<file path="src/rtl/ulpi_cmd_tx_if.sv">
// ulpi_cmd_tx_if: ULPI link pins plus the requester handshake of the TX command engine
interface ulpi_cmd_tx_if;
    logic       ulpi_dir;
    logic       ulpi_nxt;
    logic       ulpi_stp;
    logic [7:0] ulpi_data_o;
    logic       ulpi_data_oe;
    logic       phy_write_i;
    logic       phy_nopid_i;
    logic       phy_stop_i;
    logic [7:0] phy_addr_i;
    logic [7:0] phy_data_i;
    logic       phy_busy_o;
    logic       phy_done_o;
    logic       phy_error_o;
    logic [2:0] tx_state_o;
    modport master (
        input  ulpi_dir, ulpi_nxt, phy_write_i, phy_nopid_i, phy_stop_i, phy_addr_i, phy_data_i,
        output ulpi_stp, ulpi_data_o, ulpi_data_oe, phy_busy_o, phy_done_o, phy_error_o, tx_state_o
    );
    modport slave (
        output ulpi_dir, ulpi_nxt, phy_write_i, phy_nopid_i, phy_stop_i, phy_addr_i, phy_data_i,
        input  ulpi_stp, ulpi_data_o, ulpi_data_oe, phy_busy_o, phy_done_o, phy_error_o, tx_state_o
    );
endinterface

</file>
<file path="src/rtl/ulpi_cmd_tx.sv">
// ulpi_cmd_tx: link-side ULPI transmit-command engine for register writes and NOPID/stop
module ulpi_cmd_tx #(
    parameter int NXT_TIMEOUT = 63,
    parameter int MAX_RETRY   = 3
) (
    input logic           clock,
    input logic           reset_n,
    ulpi_cmd_tx_if.master bus
);
    localparam int RW = $clog2(MAX_RETRY + 2);
    typedef enum logic [2:0] {IDLE, WR_CMD, WR_DAT, WR_STP, WAIT_BUS, NP_CMD, NP_DAT, NP_STP} state_t;
    state_t state, state_nx;
    logic dir_q, own, stop_pend, done_nx, error_nx, tmo_hit, counting, last_try;
    logic [1:0] hold;
    logic [5:0] tmo;
    logic [RW-1:0] retry;
    logic [7:0] addr_q, data_q, addr_nx, data_nx, byte_nx;
    // the turnaround cycle after dir falls still belongs to the PHY
    assign own = !bus.ulpi_dir && !dir_q;
    assign counting = state == WR_CMD || state == WR_DAT || state == NP_CMD;
    assign tmo_hit = counting && !bus.ulpi_nxt && tmo == 6'(NXT_TIMEOUT - 1);
    assign last_try = retry == RW'(MAX_RETRY);
    assign addr_nx = state == IDLE ? bus.phy_addr_i : addr_q;
    assign data_nx = state == IDLE ? bus.phy_data_i : data_q;
    assign byte_nx = state_nx == WR_CMD ? addr_nx : state_nx == WR_DAT ? data_nx :
                     state_nx == NP_CMD ? 8'h40 : 8'h00;
    assign bus.tx_state_o = state;
    always_comb begin
        state_nx = state;
        done_nx  = 1'b0;
        error_nx = 1'b0;
        case (state)
            IDLE: if (own && hold == 2'd0)
                state_nx = bus.phy_write_i ? WR_CMD : bus.phy_nopid_i ? NP_CMD : IDLE;
            WR_CMD, WR_DAT: begin
                if (bus.ulpi_dir) begin
                    state_nx = last_try ? IDLE : WAIT_BUS;
                    done_nx  = last_try;
                    error_nx = last_try;
                end else if (bus.ulpi_nxt) begin
                    state_nx = state == WR_CMD ? WR_DAT : WR_STP;
                end else if (tmo_hit) begin
                    state_nx = IDLE;
                    done_nx  = 1'b1;
                    error_nx = 1'b1;
                end
            end
            WR_STP: begin
                state_nx = IDLE;
                done_nx  = 1'b1;
            end
            WAIT_BUS: if (own) state_nx = WR_CMD;
            NP_CMD: begin
                if (bus.ulpi_dir || tmo_hit) begin
                    state_nx = IDLE;
                    done_nx  = 1'b1;
                    error_nx = 1'b1;
                end else if (bus.ulpi_nxt) begin
                    state_nx = NP_DAT;
                    done_nx  = 1'b1;
                end
            end
            // 0x40 already accepted: abort reports error without a second done
            NP_DAT: begin
                if (bus.ulpi_dir) begin
                    state_nx = IDLE;
                    error_nx = 1'b1;
                end else if (bus.phy_stop_i || stop_pend) begin
                    state_nx = NP_STP;
                end
            end
            NP_STP: state_nx = IDLE;
            default: state_nx = IDLE;
        endcase
    end
    always_ff @(posedge clock or negedge reset_n) begin
        if (!reset_n) begin
            state            <= IDLE;
            dir_q            <= 1'b0;
            addr_q           <= 8'h00;
            data_q           <= 8'h00;
            retry            <= '0;
            tmo              <= 6'd0;
            stop_pend        <= 1'b0;
            hold             <= 2'd0;
            bus.ulpi_stp     <= 1'b0;
            bus.ulpi_data_o  <= 8'h00;
            bus.ulpi_data_oe <= 1'b0;
            bus.phy_busy_o   <= 1'b0;
            bus.phy_done_o   <= 1'b0;
            bus.phy_error_o  <= 1'b0;
        end else begin
            state            <= state_nx;
            dir_q            <= bus.ulpi_dir;
            addr_q           <= addr_nx;
            data_q           <= data_nx;
            retry            <= state == IDLE ? '0 :
                                state_nx == WAIT_BUS && state != WAIT_BUS ? retry + 1'b1 : retry;
            tmo              <= state_nx != state ? 6'd0 : counting && !bus.ulpi_nxt ? tmo + 6'd1 : tmo;
            stop_pend        <= state == NP_CMD && (stop_pend || bus.phy_stop_i);
            hold             <= done_nx ? 2'd2 : hold - {1'b0, hold != 2'd0};
            bus.ulpi_stp     <= state_nx == WR_STP || state_nx == NP_STP;
            bus.ulpi_data_o  <= byte_nx;
            bus.ulpi_data_oe <= own;
            bus.phy_busy_o   <= state_nx != IDLE;
            bus.phy_done_o   <= done_nx;
            bus.phy_error_o  <= error_nx;
        end
    end
endmodule
</file>
<file path="src/flat_wrapper.sv">
// flat-port wrapper written by rule: the top's interface ports become plain ports
module ulpi_cmd_tx_flat 
#(
    parameter int NXT_TIMEOUT = 63,
    parameter int MAX_RETRY   = 3
)
  (clock, reset_n, bus_ulpi_dir, bus_ulpi_nxt, bus_phy_write_i, bus_phy_nopid_i, bus_phy_stop_i, bus_phy_addr_i, bus_phy_data_i, bus_ulpi_stp, bus_ulpi_data_o, bus_ulpi_data_oe, bus_phy_busy_o, bus_phy_done_o, bus_phy_error_o, bus_tx_state_o);
  ulpi_cmd_tx_if bus_i ();
  input logic clock;
  input logic reset_n;
  input wire logic [$bits(bus_i.ulpi_dir)-1:0] bus_ulpi_dir;
  input wire logic [$bits(bus_i.ulpi_nxt)-1:0] bus_ulpi_nxt;
  input wire logic [$bits(bus_i.phy_write_i)-1:0] bus_phy_write_i;
  input wire logic [$bits(bus_i.phy_nopid_i)-1:0] bus_phy_nopid_i;
  input wire logic [$bits(bus_i.phy_stop_i)-1:0] bus_phy_stop_i;
  input wire logic [$bits(bus_i.phy_addr_i)-1:0] bus_phy_addr_i;
  input wire logic [$bits(bus_i.phy_data_i)-1:0] bus_phy_data_i;
  output wire logic [$bits(bus_i.ulpi_stp)-1:0] bus_ulpi_stp;
  output wire logic [$bits(bus_i.ulpi_data_o)-1:0] bus_ulpi_data_o;
  output wire logic [$bits(bus_i.ulpi_data_oe)-1:0] bus_ulpi_data_oe;
  output wire logic [$bits(bus_i.phy_busy_o)-1:0] bus_phy_busy_o;
  output wire logic [$bits(bus_i.phy_done_o)-1:0] bus_phy_done_o;
  output wire logic [$bits(bus_i.phy_error_o)-1:0] bus_phy_error_o;
  output wire logic [$bits(bus_i.tx_state_o)-1:0] bus_tx_state_o;
  assign bus_i.ulpi_dir = bus_ulpi_dir;
  assign bus_i.ulpi_nxt = bus_ulpi_nxt;
  assign bus_i.phy_write_i = bus_phy_write_i;
  assign bus_i.phy_nopid_i = bus_phy_nopid_i;
  assign bus_i.phy_stop_i = bus_phy_stop_i;
  assign bus_i.phy_addr_i = bus_phy_addr_i;
  assign bus_i.phy_data_i = bus_phy_data_i;
  assign bus_ulpi_stp = bus_i.ulpi_stp;
  assign bus_ulpi_data_o = bus_i.ulpi_data_o;
  assign bus_ulpi_data_oe = bus_i.ulpi_data_oe;
  assign bus_phy_busy_o = bus_i.phy_busy_o;
  assign bus_phy_done_o = bus_i.phy_done_o;
  assign bus_phy_error_o = bus_i.phy_error_o;
  assign bus_tx_state_o = bus_i.tx_state_o;
  ulpi_cmd_tx #(.NXT_TIMEOUT(NXT_TIMEOUT), .MAX_RETRY(MAX_RETRY)) u_core (.clock(clock), .reset_n(reset_n), .bus(bus_i));
endmodule
</file>
<file path="config.mk">
export PLATFORM = sky130hd
export DESIGN_NAME = ulpi_cmd_tx_flat
export DESIGN_NICKNAME = d
export VERILOG_FILES = /design/src/rtl/ulpi_cmd_tx_if.sv /design/src/rtl/ulpi_cmd_tx.sv /design/src/flat_wrapper.sv
export SDC_FILE = /design/constraint.sdc
export NUM_CORES = 1
export LEC_CHECK = 0
export ABC_AREA = 1
export ABC_CLOCK_PERIOD_IN_PS = 3900
export BUFFER_PORTS_ARGS = -buffer_cell sky130_fd_sc_hd__buf_2
export CAP_MARGIN = 10
export CORE_ASPECT_RATIO = 1.4
export CORE_MARGIN = 2
export CORE_UTILIZATION = 36
export CTS_CLUSTER_DIAMETER = 80
export DETAILED_ROUTE_END_ITERATION = 8
export MAX_ROUTING_LAYER = met4
export PLACE_DENSITY = 0.56
export SETUP_SLACK_MARGIN = 0.02
export SKIP_LAST_GASP = 1
export SLEW_MARGIN = 20
export SYNTH_ARGS = -nofsm -noshare
export SYNTH_HDL_FRONTEND = slang
export SYNTH_SLANG_ARGS = --single-unit
</file>
<file path="constraint.sdc">
create_clock -name clock -period 3.9 [get_ports clock]
set_input_delay 0.78 -clock clock [delete_from_list [all_inputs] [get_ports clock]]
set_output_delay 0.78 -clock clock [all_outputs]
set_load 0.05 [all_outputs]
</file>
# Word-level counts from Yosys, hierarchy flattened

Cells that the tools add are included.

Add/subtract/negate cells: 3
$mul: 0
Divide/modulo/power cells: 0
$lt $le $gt $ge: 0
Equal/unequal tests: 17
Shift operators: 0
Muxes and demuxes: 33
Bitwise operators: 0
Reduce and logical (&&, ||, !) cells: 22

Operators by type and width:

| cell                | count |
|---|---|
| $mux 3              | 14 |
| $mux 8              | 4 |
| $eq 3x3->1 const B  | 7 |
| $pmux 3 s6          | 1 |
| $eq 3x2->1 const B  | 5 |
| $mux 6              | 2 |
| $mux 1              | 8 |
| $mux 7              | 1 |
| $add 6x1->6 const B | 1 |
| $eq 3x1->1 const B  | 2 |
| $eq 6x6->1 const B  | 1 |
| $logic_and 1x1->1   | 6 |
| $pmux 1 s3          | 2 |
| $reduce_bool 2->1   | 3 |
| $logic_or 1x1->1    | 5 |
| $reduce_or 2->1     | 2 |
| $add 3x1->3 const B | 1 |
| $logic_not 1->1     | 3 |
| $logic_not 3->1     | 1 |
| $ne 3x3->1          | 1 |
| $ne 3x3->1 const B  | 1 |
| $reduce_bool 3->1   | 1 |
| $logic_not 2->1     | 1 |
| $mux 2              | 1 |
| $sub 2x1->2         | 1 |

Register bits: 45
Latch bits: 0
RAM bits: 0
Memory bits (read-only): 0
Bits of input ports: 23
Output and inout port bits: 16
Word-level logic and storage cells: 89
Memories: 0

# Logic depth before layout (Yosys ltp)

Gate-level depths: netlist of run 1.

Depth after elaboration: 13
Depth in mapped cells: 15

# Worst setup path before layout of run 1

No wires, ideal clock.

Kind: reg-to-reg
Start: reg u_core.state[1], in the netlist u_core.bus.tx_state_o[1]
End: reg u_core.tmo[1]
Setup time: 121 ps
Data arrival time: 1841 ps
Required time: 3779 ps
Path slack: 1938 ps
Stages on the path, launching flop included: 13
Buffers on the path: 1
Path through: dfrtp_1 -> buf_4 -> inv_1 -> nand2_2 -> nand4_4 -> inv_2 -> nand2_2 -> nand4_1 -> nand3_2 -> nand2_1 -> nand2_1 -> nand3_2 -> nor2_1

Longest elaborated chain between the ends: 11
Elaborated cells between the ends (all ways): 29

RTL lines:

| item                                               | line                                                    | RTL |
|---|---|---|
| start: declaration                                 | ulpi_cmd_tx.sv:12                                       | `state_t state, state_nx;` |
| start signal: assignment                           | ulpi_cmd_tx.sv:93                                       | `state <= state_nx;` |
| $eq 3x1->1 / $eq 3x2->1 (equally long branches)    | ulpi_cmd_tx.sv:20, ulpi_cmd_tx.sv:32, ulpi_cmd_tx.sv:41 |  |
| $logic_or 1x1->1 (2 in a row)                      | ulpi_cmd_tx.sv:20                                       | `assign counting = state == WR_CMD \|\| state == WR_DAT \|\| state == NP_CMD;` |
| $logic_and 1x1->1                                  | ulpi_cmd_tx.sv:21, ulpi_cmd_tx.sv:99                    |  |
| $logic_and 1x1->1                                  | ulpi_cmd_tx.sv:21                                       | `assign tmo_hit = counting && !bus.ulpi_nxt && tmo == 6'(NXT_TIMEOUT - 1);` |
| $mux 3                                             | ulpi_cmd_tx.sv:42                                       | `end else if (tmo_hit) begin` |
| $mux 3                                             | ulpi_cmd_tx.sv:40                                       | `end else if (bus.ulpi_nxt) begin` |
| $mux 3                                             | ulpi_cmd_tx.sv:36                                       | `if (bus.ulpi_dir) begin` |
| $pmux 3 s6                                         | ulpi_cmd_tx.sv:32                                       | `case (state)` |
| $ne 3x3->1                                         | ulpi_cmd_tx.sv:99                                       | `tmo <= state_nx != state ? 6'd0 : counting && !bus.ulpi_nxt ? tmo + 6'd1 : tmo;` |
| $mux 6 / $reduce_bool 2->1 (equally long branches) | n/a                                                     |  |
| end signal: assignment                             | ulpi_cmd_tx.sv:99                                       |  |
| end: declaration                                   | ulpi_cmd_tx.sv:15                                       | `logic [5:0] tmo;` |

Parallel ways exist; a longest one is shown, timed or not.
A chain may end at the register's enable or synchronous reset.

# Final worst setup path of run 1

Start: reg u_core.state[1], in the netlist u_core.bus.tx_state_o[1]
End: reg u_core.bus.ulpi_data_o[0]

Longest elaborated chain between the ends: 12
Elaborated cells between the ends (all ways): 32

RTL lines:

| item                                            | line                                                    | RTL |
|---|---|---|
| $eq 3x1->1 / $eq 3x2->1 (equally long branches) | ulpi_cmd_tx.sv:20, ulpi_cmd_tx.sv:32, ulpi_cmd_tx.sv:41 |  |
| $logic_or 1x1->1 (2 in a row)                   | ulpi_cmd_tx.sv:20                                       |  |
| $logic_and 1x1->1 (2 in a row)                  | ulpi_cmd_tx.sv:21                                       |  |
| $mux 3                                          | ulpi_cmd_tx.sv:42                                       |  |
| $mux 3                                          | ulpi_cmd_tx.sv:40                                       |  |
| $mux 3                                          | ulpi_cmd_tx.sv:36                                       |  |
| $pmux 3 s6                                      | ulpi_cmd_tx.sv:32                                       |  |
| $eq 3x2->1                                      | ulpi_cmd_tx.sv:25                                       | `assign byte_nx = state_nx == WR_CMD ? addr_nx : state_nx == WR_DAT ? data_nx :` |
| $mux 8                                          | ulpi_cmd_tx.sv:25                                       |  |
| $mux 8 *                                        | ulpi_cmd_tx.sv:25                                       |  |
| named net u_core.byte_nx[0]                     | ulpi_cmd_tx.sv:17                                       | `logic [7:0] addr_q, data_q, addr_nx, data_nx, byte_nx;` |
| end signal: assignment                          | ulpi_cmd_tx.sv:103                                      | `bus.ulpi_data_o <= byte_nx;` |
| end: declaration                                | ulpi_cmd_tx_if.sv:19                                    | `output ulpi_stp, ulpi_data_o, ulpi_data_oe, phy_busy_o, phy_done_o, phy_error_o, tx_state_o` |

Mark *: on every way through the listed nets, which the timed path passes. The rest lies on a longest branch.

==> impl_metrics.json, run 1 <==
{
  "gp_congestion": 0.909,
  "maxSlewViolCount": 0,
  "root_buffer": "clkbuf_8",
  "multi_input_area_sq_um": 826,
  "fin_crit_sh": 0.571,
  "post_cts_buffers": 0,
  "wire_per_inst_microns": 12.6,
  "synthCells": 236,
  "drtIter0Drc": 76,
  "boundaryPins": 39,
  "syn_nets": 263,
  "finalCriticalPeriod_ns": 2.23,
  "crit_path_start_kind": "flop",
  "critical_path_class": "reg2reg",
  "post_cts_resized": 0,
  "placed_cells": 339,
  "hold_depth": 1,
  "drc_errors": 0,
  "vias_per_cell": 4.61,
  "fillers": 579,
  "yosysSeqAreaShare": 0.542,
  "grt_pass1_wl_microns": 7580,
  "p_per_area_mw_per_mm2": 818,
  "clock-sinks": 45,
  "clk_latency_ns": 0.30,
  "dpl_worst_slack_ns": 1.58,
  "clkTransAtPathRegs_ns": 0.08,
  "fin_ws_ns": 1.67,
  "cts_hold_buf": 0,
  "rsz0062_at_grt": "no",
  "yosys.cell_types.count": 28,
  "cts_tree": "built",
  "start_util": 0.376,
  "syn_to_final_growth_pct": 19.0,
  "port-buffer-count": 38,
  "firstDrtPassIters": 4,
  "finalInstanceArea_sq_mm": 0.00247,
  "power.total_mw": 2.02,
  "cp.required_ns": 4.08,
  "antenna_found_initial": 0,
  "grtUsageTotal": 0.163,
  "core-area_sq_mm": 0.00553,
  "rr_worst_depth": 8,
  "leakagePower_nw": 1.29,
  "ys_async_sr_fraction": 1.00,
  "rows": 32,
  "grt_max_degree": 46,
  "postRouteAntennaNets": 0,
  "dieWidth_microns": 68.2,
  "post-route-util": 0.447,
  "fin_skew_ns": 0.00760,
  "place_area_sq_mm": 0.00234,
  "seq_area_sq_mm": 0.00113,
  "n_antenna_cell": 0,
  "synth.avg_cell_area_sq_um": 8.80,
  "crit_path_max_fanout": 19,
  "hold_viol": 0,
  "vias": 1601,
  "max_slew_margin": 0.558,
  "final-setup-viol-count": 0,
  "wirelength_microns": 4380,
  "cts_buffers": 5,
  "layout-drive-gt1-share": 0.258,
  "htreeDepth": 2,
  "whs_ns": 0.431,
  "ir_drop_mv": 0.360,
  "status": "finished clean",
  "grt_pass1_vias": 1669,
  "grt_overflow": 0,
  "cp.arrival_ns": 2.41,
  "dieHeight_microns": 93.9,
  "drv_cap": 0,
  "finalNonFillerCells": 347,
  "yosysWarningCount": 0,
  "synth_area_sq_mm": 0.00208,
  "tightestPinTransition_ns": 0.663,
  "clk_path_buf_depth": 2,
  "setup_tns_ns": 0,
  "hpwl_microns": 3250,
  "synth-edff-count": 0,
  "dieArea_sq_mm": 0.00640,
  "ys.flop_type": "dfrtp_1",
  "ys_seq_elements": 45,
  "critPathCaptureType": "flop",
  "hold_path_class": "reg2reg",
  "fmax_mhz": 449,
  "nets": 305
}
-- worst max-delay path, cell delays in order, from the launching register on --
cell and delay (ns):
dfrtp_1 0.51, inv_1 0.14, nand2_2 0.11, nor2_2 0.53, inv_2 0.31, nor2_1 0.19, nor2_2 0.08, nand4_4 0.15
o21ai_1 0.09
-- flip-flops by register name (all words and copies together) (netlist names), 2 cells and up --
| register | flops |
|---|---|
| u_core.addr_q | 8 |
| u_core.bus.ulpi_data_o | 8 |
| u_core.data_q | 8 |
| u_core.tmo | 6 |
| u_core.bus.tx_state_o | 3 |
| u_core.retry | 3 |
| u_core.hold | 2 |
-- final timing paths --
path,startpoint,end,slack (ns)
setup / recovery,u_core.bus.tx_state_o[1],u_core.bus.ulpi_data_o[0],1.67
hold / removal,u_core.hold[0],u_core.hold[0],0.43
setup reg to reg,u_core.bus.tx_state_o[1],u_core.bus.ulpi_data_o[0],1.67
hold reg to reg,u_core.hold[0],u_core.hold[0],0.43
max in group asynchronous,reset_n,u_core.addr_q[6],3.05
min in group asynchronous,reset_n,u_core.bus.phy_done_o,0.47
-- layout make-up --
| type | count | area share |
|---|---|---|
| Clock buffer | 5 | 0.0278 |
| Clock inverter | 3 | 0.0263 |
| Inverter | 29 | 0.0440 |
| Multi-Input combinational cell | 159 | 0.334 |
| Sequential cell | 45 | 0.455 |
| Tap cell | 68 | 0.0344 |
| Timing Repair Buffer | 38 | 0.0779 |
-- cell usage in the layout, fill, tap and decap left out, types with 3 or more instances in the layout --
cell type,count
or2_2,7
clkbuf_8,5
dfrtp_1,45
nand2_1,59
inv_1,23
nor3_2,3
buf_2,37
o21ai_1,8
ha_1,4
nor2_1,26
o21ai_0,13
nand2_2,4
xor2_1,3
inv_2,6
nand3_1,15
-- metal layers --
layer,track usage,wire length [microns],share of wire,up-vias
li1,-,-,-,831
met1,0.189,1900,0.43,728
met2,0.278,2220,0.51,34
met3,0.0324,166,0.038,8
met4,0.0533,91,0.021,0
met5,-,0,0,-
-- power by group --
| group | switching [mW] | leakage [nW] | internal (mW) |
|---|---|---|---|
| sequential | 0.0763 | 0.573 | 0.628 |
| combinational | 0.653 | 0.646 | 0.249 |
| clock | 0.163 | 0.0681 | 0.255 |
-- logic make-up after synthesis --
logic type,synth area share
simple gates,0.283
flops,0.542
buf+inv,0.0602
compound gates,0.0699
xor+xnor,0.0211
fa+ha+maj,0.0241
-- synthesized netlist by cell type (2+ instances only) --
| cell type | count | area share |
|---|---|---|
| dfrtp_1 | 45 | 0.54 |
| xor2_1 | 3 | 0.013 |
| o21ai_1 | 8 | 0.019 |
| nand4_4 | 2 | 0.020 |
| xnor2_1 | 2 | 0.0084 |
| o21ai_0 | 13 | 0.031 |
| nand3_2 | 2 | 0.0096 |
| or2_2 | 7 | 0.021 |
| nor2_2 | 2 | 0.0060 |
| o21bai_1 | 2 | 0.0072 |
| inv_1 | 23 | 0.042 |
| nand3_1 | 15 | 0.036 |
| nand2_2 | 4 | 0.012 |
| nand2_1 | 59 | 0.11 |
| nor3_2 | 3 | 0.014 |
| inv_2 | 6 | 0.011 |
| ha_1 | 4 | 0.024 |
| nor2_1 | 26 | 0.047 |
Note: power is estimated with default switching activity, not from simulation.
==> inputs of run 2 (changes only) <==
ABC_AREA = 0   (was 1)
ABC_CLOCK_PERIOD_IN_PS = 2150   (was 3900)
clock period = 2.15 ns   (was 3.9 ns; I/O delays follow)
==> run 2 against run 1 <==
First-iteration DRC count up 7.9%. Via count up 11%. Global-route usage up 2.7 points. Synthesized cell count down 12%. Clock power up 35%. Setup slack worse by 1.7 ns. Final area up 14%. Area after synthesis up 0.72%. Sequential share of layout area down 5.4 points. Combinational power up 140%. Total power up 95%. Flip-flop and latch count unchanged.
==> impl_metrics.json, run 2 <==
{
  "firstDrtPassIters": 4,
  "drtIter0Drc": 82,
  "boundaryPins": 39,
  "synth-edff-count": 0,
  "p_per_area_mw_per_mm2": 1400,
  "layout-drive-gt1-share": 0.374,
  "yosys.cell_types.count": 46,
  "critical_path_class": "reg2reg",
  "status": "finished clean",
  "cp.required_ns": 2.36,
  "place_area_sq_mm": 0.00269,
  "final-setup-viol-count": 0,
  "cpPeakStageDelay_ns": 0.44,
  "drc_errors": 0,
  "worstPathCellList": "inv_1, ha_2, nand3_2, or3_4, a311o_1, or4_4, buf_6, o32ai_2",
  "layout_common_cells": "dfrtp_1, buf_2, nand2_1",
  "rows": 32,
  "gp_congestion": 0.853,
  "crit_family": "simple AND/OR/NAND/NOR gates",
  "clk_latency_ns": 0.30,
  "ys.flop_type": "dfrtp_1",
  "netlist.area_leader.share": 0.538,
  "worstReg2RegStart": "u_core.tmo[0]",
  "clkTransAtPathRegs_ns": 0.09,
  "critPathCaptureType": "flop",
  "syn_nets": 235,
  "max_slew_margin": 0.766,
  "dpl_worst_slack_ns": -0.113,
  "synth_area_sq_mm": 0.00209,
  "crit_path_max_fanout": 8,
  "wirelength_microns": 5300,
  "cts_tree": "built",
  "whs_ns": 0.0803,
  "finalInstanceArea_sq_mm": 0.00282,
  "yosys-top-cells-area": "dfrtp_1, nand2_1, mux2i_1",
  "grt_pass1_wl_microns": 8800,
  "yosysTopAreaCell": "dfrtp_1",
  "hold_path_class": "in2async",
  "postRouteAntennaNets": 0,
  "antenna_found_initial": 0,
  "synth_common_cells": "dfrtp_1, nand2_1, inv_1",
  "synth.avg_cell_area_sq_um": 10.1,
  "yosysSeqAreaShare": 0.538,
  "cts_buffers": 5,
  "synthCells": 208,
  "hold_viol": 0,
  "ir_drop_mv": 0.670,
  "cp.arrival_ns": 2.35,
  "crit_path_start_kind": "flop",
  "vias_per_cell": 5.13,
  "htreeDepth": 2,
  "dieWidth_microns": 68.4,
  "hpwl_microns": 3900,
  "clock-sinks": 45,
  "dieHeight_microns": 94.2,
  "n_antenna_cell": 0,
  "maxSlewViolCount": 0,
  "port-buffer-count": 38,
  "grtUsageTotal": 0.190,
  "vias": 1774,
  "dieArea_sq_mm": 0.00645,
  "grt_overflow": 0,
  "crit_start": "u_core.tmo[0]",
  "synth.most_common_cell": "dfrtp_1",
  "tightestPinTransition_ns": 0.342,
  "fin_skew_ns": 0.00561,
  "core-area_sq_mm": 0.00557,
  "drv_cap": 0,
  "fin_crit_sh": 0.992,
  "finalCriticalPeriod_ns": 2.13,
  "grt_max_degree": 46,
  "syn_to_final_growth_pct": 34.6,
  "post-route-util": 0.506,
  "root_buffer": "clkbuf_8",
  "final_common_cell": "dfrtp_1",
  "leakagePower_nw": 1.39,
  "fin_ws_ns": 0.0161,
  "nets": 304,
  "start_util": 0.376,
  "ys_async_sr_fraction": 1.00,
  "ys_seq_elements": 45,
  "wire_per_inst_microns": 15.3,
  "crit_slowest_cell": "or4_4",
  "fmax_mhz": 469,
  "crit_buf_inv": 2,
  "rsz0062_at_grt": "yes",
  "clk_path_buf_depth": 2,
  "yosysWarningCount": 0,
  "grt_pass1_vias": 1894,
  "largestRegisters": "u_core.addr_q (8), u_core.bus.ulpi_data_o (8), u_core.data_q (8)"
}
run 2: metal layers:
layer / routed length (microns) / up-vias / global-route usage
li1: - / 868 / -
met1: 2220 / 863 / 0.218
met2: 2770 / 38 / 0.329
met3: 255 / 5 / 0.0444
met4: 51 / 0 / 0.0400
met5: 0 / - / -
run 2: per-stage QoR:
stage	instances	power, mW	TNS, ns
floorplan	208	2.62	-0.182
global placement	338	3.37	-0.575
detailed placement	338	3.40	-0.921
CTS	346	3.98	0
global route	346	4.25	-0.448
finish	346	3.94	0
run 2: report_power, final:
group          internal (mW)  switching (mW)  total [mW]
clock                  0.261           0.302       0.563
combinational          0.843            1.28        2.12
sequential              1.14           0.120        1.25
run 2: cell families after synthesis:
family	after synthesis	share of synthesized area
buffers and inverters	24	0.0472
flip-flops	45	0.538
AO/OA/AOI/OAI	35	0.128
multiplexers	8	0.0383
AND/OR/NAND/NOR	86	0.199
adder cells (fa/ha/maj)	4	0.0239
XOR/XNOR	6	0.0251
run 2: final cells by class:
class / instances / area (sq um)
clock buffer: 6 / 82.6
clock inverter: 2 / 13.8
fill: 521 / 2750
inverter: 15 / 56.3
multi-input combinational: 139 / 970
sequential: 45 / 1130
tap: 68 / 85.1
timing repair buffer: 71 / 479
run 2: worst paths after layout:
check                                             to  slack, ns  cells after the start
max                        u_core.bus.ulpi_data_o[7]       0.02                      8
min                         u_core.bus.tx_state_o[0]       0.08                      2
max reg2reg                u_core.bus.ulpi_data_o[7]       0.02                      8
min reg2reg                         u_core.addr_q[0]       0.48                      2
max in group asynchronous   u_core.bus.tx_state_o[2]       1.82                      2
min in group clock                  u_core.addr_q[1]       0.34                      3
run 2: timing repair:
item / CTS / global route
setup endpoints to repair: 9 / 10
buffers inserted: 0 / 0
hold endpoints to repair: 0 / 0
resized for setup: 3 / 5
hold buffers: 0 / 0
pin swaps: 1 / 0
